### src/rtl/usb_data_fifo.sv
// Byte FIFO between the USB packet engine (1 byte/cycle in) and the AHB-Lite slave (1/2/4 bytes out).
// Latency: a byte pushed at edge t is visible on rd_data/occupancy after t. No stall; rejected ops raise overflow/underflow.
// Build option: define USB_FIFO_ERRFLAG_EN for sticky overflow/underflow registers; otherwise both flags are tied to 0.
module usb_data_fifo #(
    parameter int DEPTH = 64,
    parameter int OCC_W = $clog2(DEPTH) + 1
) (
    input  logic             clk,
    input  logic             n_rst,
    input  logic             wr_en,
    input  logic [7:0]       wr_data,
    input  logic             rd_en,
    input  logic [1:0]       rd_size,
    input  logic             flush,
    input  logic             clear,
    output logic [31:0]      rd_data,
    output logic [OCC_W-1:0] occupancy,
    output logic             empty,
    output logic             full,
    output logic             overflow,
    output logic             underflow
);

    localparam int AW = $clog2(DEPTH);

    logic [7:0]       mem [DEPTH];
    logic [OCC_W-1:0] wr_ptr;
    logic [OCC_W-1:0] rd_ptr;
    logic [OCC_W-1:0] rd_n;
    logic             drop;
    logic             wr_acc;
    logic             rd_acc;

    assign drop      = flush | clear;
    assign occupancy = wr_ptr - rd_ptr;
    assign empty     = (occupancy == '0);
    assign full      = (occupancy == OCC_W'(DEPTH));

    always_comb begin
        rd_n = OCC_W'(4);
        case (rd_size)
            2'd0:    rd_n = OCC_W'(1);
            2'd1:    rd_n = OCC_W'(2);
            default: rd_n = OCC_W'(4);
        endcase
    end

    // Both acceptance tests use pre-edge occupancy, so a same-cycle pop never makes room for a push.
    assign wr_acc = wr_en & ~full & ~drop;
    assign rd_acc = rd_en & (occupancy >= rd_n) & ~drop;

    always_ff @(posedge clk or negedge n_rst) begin
        if (!n_rst) begin
            wr_ptr <= '0;
            rd_ptr <= '0;
        end else if (drop) begin
            wr_ptr <= '0;
            rd_ptr <= '0;
        end else begin
            if (wr_acc) wr_ptr <= wr_ptr + OCC_W'(1);
            if (rd_acc) rd_ptr <= rd_ptr + rd_n;
        end
    end

    always_ff @(posedge clk) begin
        if (wr_acc) mem[wr_ptr[AW-1:0]] <= wr_data;
    end

    // Bytes beyond the current occupancy read as zero, so stale storage never leaks onto the bus.
    always_comb begin
        rd_data = '0;
        for (int k = 0; k < 4; k++) begin
            if (OCC_W'(k) < occupancy)
                rd_data[8*k +: 8] = mem[rd_ptr[AW-1:0] + AW'(k)];
        end
    end

`ifdef USB_FIFO_ERRFLAG_EN
    always_ff @(posedge clk or negedge n_rst) begin
        if (!n_rst) begin
            overflow  <= 1'b0;
            underflow <= 1'b0;
        end else if (drop) begin
            overflow  <= 1'b0;
            underflow <= 1'b0;
        end else begin
            if (wr_en && full)   overflow  <= 1'b1;
            if (rd_en && !rd_acc) underflow <= 1'b1;
        end
    end
`else
    assign overflow  = 1'b0;
    assign underflow = 1'b0;
`endif

endmodule

### config.mk
export PLATFORM = sky130hd
export DESIGN_NAME = usb_data_fifo
export DESIGN_NICKNAME = d
export VERILOG_FILES = /design/src/rtl/usb_data_fifo.sv
export SDC_FILE = /design/constraint.sdc
export NUM_CORES = 1
export LEC_CHECK = 0
export ABC_AREA = 1
export CAP_MARGIN = 20
export CORE_MARGIN = 5
export CORE_UTILIZATION = 30
export DETAILED_ROUTE_END_ITERATION = 12
export PLACE_DENSITY_LB_ADDON = 0.3
export SLEW_MARGIN = 30
export SYNTH_ARGS = -nofsm -noshare
export SYNTH_HDL_FRONTEND = slang
export SYNTH_SLANG_ARGS = --single-unit
### constraint.sdc
create_clock -name clk -period 5.1 [get_ports clk]
set_input_delay 1.02 -clock clk [delete_from_list [all_inputs] [get_ports clk]]
set_output_delay 1.02 -clock clk [all_outputs]
set_load 0.02 [all_outputs]
==> results of run 1 <==
## metrics by stage
step                      hold WS [ns]  cell area [µm²]  power [mW]  util (%)  setup TNS, ns
after global placement           0.548            36800        7.08      32.2              0
final                            0.580            39200        12.0      34.3        -0.0612
after floorplan                  0.529            34400        6.08         -              0
after detailed placement         0.566            36800        7.09      32.3              0
after global routing             0.620            39200        12.4      34.3         -0.378
after CTS                        0.582            39000        12.0      34.2       -0.00134
## routing by layer
metal / global-route usage, % / part of all wire (%)
met4: 9.42 / 5.0
met5: 0 / 0
met3: 3.52 / 10
met2: 33.4 / 43
met1: 30.7 / 42
## state kept, by name, indices dropped and copies added (netlist names)
signal  count
rd_ptr      7
mem       512
wr_ptr      7
## report_power, final
group | leakage [nW] | internal (mW) | switching (mW)
clock network | 1.07 | 2.96 | 1.94
logic | 9.89 | 0.683 | 1.66
registers | 4.79 | 4.75 | 0.00811
## logic make-up after synthesis
kind of cell	Yosys count	share of synthesized area [%]
buffers and inverters	597	7.38
other	1	0.0109
XOR/XNOR	19	0.604
flip-flops	526	45.7
adder cells (fa/ha/maj)	19	0.735
AND/OR/NAND/NOR	2839	34.8
AO/OA/AOI/OAI	645	10.8
## synthesized netlist by cell type (2+ instances only)
cell	count
nand4_1	24
xnor2_1	2
clkbuf_1	139
ha_1	17
o21ai_2	2
nand3_1	897
buf_1	42
o21ai_0	367
o211ai_1	178
a21o_1	2
and3_1	2
buf_2	140
nand2_2	6
dfrtp_1	14
inv_2	10
o21ai_1	42
nand2_1	1742
xor2_2	3
inv_1	239
buf_4	19
buf_6	7
nor2_1	127
nor3_1	10
fa_1	2
a21oi_1	49
or2_2	25
o21a_1	2
xor2_1	13
edfxtp_1	512
## worst reg2reg max path, cell delays in order (launching register included)
cell     delay (ns)
dfrtp_4        0.54
inv_8          0.13
buf_4          0.38
ha_1           0.35
nand2_1        0.08
nand2_1        0.09
nand3_1        0.08
nand2_1        0.11
nand4_1        0.13
nor2_1         0.07
nand2_2        0.29
nand4_1        0.46
nor2_1         0.57
buf_4          0.28
## area by class of cell
| class | instances | area, µm² | area share [%] |
|---|---|---|---|
| clock buffers | 72 | 1610 | 4.11 |
| clock inverters | 44 | 581 | 1.48 |
| inverters | 250 | 980 | 2.50 |
| multi-input cells | 3524 | 16300 | 41.6 |
| flip-flops and latches | 526 | 15700 | 40.2 |
| well taps | 1512 | 1890 | 4.83 |
| repair buffers | 215 | 2090 | 5.34 |
## how the worst max path moves through the flow
stage	end	slack (ns)	cells past startpoint
floorplan	rd_data[6]	1.33	11
global placement	rd_data[15]	0.53	15
detailed placement	rd_data[15]	0.50	15
CTS	rd_data[26]	-0.001	12
global route	rd_data[3]	-0.11	12
finish	rd_data[3]	-0.06	12
## timing repair
| item | CTS | global route |
|---|---|---|
| resized for setup | 5 | 20 |
| pin swaps | 0 | 0 |
| endpoints found under the setup margin | 5 | 21 |
| cloned | 0 | 1 |
| buffers inserted | 0 | 4 |
==> flow_metrics.tcl, run 1 <==
set metrics [dict create \
    worstSetupPathType "reg -> out" \
    port_buffers 56 \
    finalSetupViolCount 2 \
    htree_num_levels 2 \
    synth_edf_count 512 \
    cp_cell_sequence "buf_16 > nand2_1 > nand3_1 > o21ai_0 > nand2_1 > nand2_1 > nand2_1 > nand2_1 > nor2_1 > nand2_1 > a21oi_1 > clkdlybuf4s50_1" \
    status "finished with violations" \
    cp_max_fo 161 \
    antenna_found_initial 2 \
    ir_drop_mv 0.344 \
    failed_checks "setup timing" \
    wl_per_cell_um 22.7 \
    grt_first_pass_wirelength_mm 200 \
    finalClockSkew_ns 0.0343 \
    yosys.area.top_type_share_pct 44.7 \
    drc 0 \
    grt_max_degree 217 \
    num_vias 33600 \
    cp-start-kind "flip-flop" \
    final_cell_mix "nand2_1, nand3_1, edfxtp_1" \
    max_stage_delay_ns 0.68 \
    core.rowCount 124 \
    clockBufferDepth 3 \
    netlist_instances 4646 \
    powerDensity_mw_per_mm2 306 \
    crit_path_start "rd_ptr[0]$_DFFE_PN0P_" \
    ys_top_cells_by_area "edfxtp_1, nand2_1, nand3_1, o21ai_0, o211ai_1" \
    fillers 12000 \
    drtIter0Drc 4646 \
    synth-main-ff-cell "edfxtp_1" \
    syn_avg_cell_area_um2 7.40 \
    final_layout_size_suffix_gt1_share_pct 7.69 \
    drt_pass1_iterations 6 \
    yosysSeqAreaShare_pct 45.7 \
    vias_per_cell 5.47 \
    rsz0062_at_grt "true" \
    post-route-min-period_ns 5.16 \
    io_pins 59 \
    setup_slack_ns -0.0562 \
    pre_cts_ws_ns 0.504 \
    relSlewSlack_pct 33.1 \
    path_clk_slew_ns 0.07 \
    clock_latency_ns 0.68 \
    tightest_slew_ns 1.00 \
    placed_cells 6022 \
    rrSetupSlack_ns 1.26 \
    hold_path_class "reg -> reg" \
    final_common_cell "nand2_1" \
    synth_top_area_cell "edfxtp_1" \
    ys_seq_elements 526 \
    synth_area_mm2 0.0344 \
    end_kind "output pin" \
    min_from "wr_ptr[6]$_DFFE_PN0P_" \
    dp_hpwl_mm 93.0 \
    leakagePower_nw 15.8 \
    async_flop_share_pct 2.66 \
    drv_slew 0 \
    finalCritPeriodShare_pct 101 \
    slowest_stage "clkdlybuf4s50_1" \
    crit_arrival_ns 4.14 \
    nNetsFinal 4613 \
    overflow 0 \
    die-area_mm2 0.122 \
    cp_data_required_time_ns 4.08 \
    track_usage_pct 21.9 \
    cp_top_family "simple AND/OR/NAND/NOR gates" \
    routabilityCongestion 0.967 \
    grt_pass1_vias 29700 \
    cts_made_buffers 61 \
    tritoncts "yes" \
    drv_cap 0 \
    core_area_mm2 0.114 \
    synthDistinctLibCells 41 \
    min_path_cells 2 \
    antenna_left 0 \
    hold_buffers 0 \
    hold_viol_final 0 \
    ys_warn_count 0 \
    r2r_start "rd_ptr[1]$_DFFE_PN0P_" \
    crit_buf_inv 2 \
    syn2layout_area_growth_pct 13.9 \
    initial_core_util_pct 30.2 \
    hold-path-endpoint "wr_ptr[6]$_DFFE_PN0P_" \
    clkSinkCount 526 \
    num_antenna_cells 0 \
    chipHeight_um 349 \
    die_x_um 349 \
    fmax_mhz 194 \
    drt-total-wl_mm 139 \
    root_buffer "clkbuf_16" \
    layout.cells.non_filler 6143 \
    path_common_cell "nand2_1" \
    rr_worst_depth 13 \
    r2r_end "mem[5][0]$_DFFE_PP_" \
]
(Power assumes the default switching activity.)
==> inputs of run 2 (changes only) <==
--- a/config.mk
+++ b/config.mk
@@ -15,3 +15,4 @@
 export SYNTH_ARGS = -nofsm -noshare
 export SYNTH_HDL_FRONTEND = slang
 export SYNTH_SLANG_ARGS = --single-unit
+export TNS_END_PERCENT = 100
==> results of run 2 <==
Final layout, timing and power as in run 1 (identical DEF).
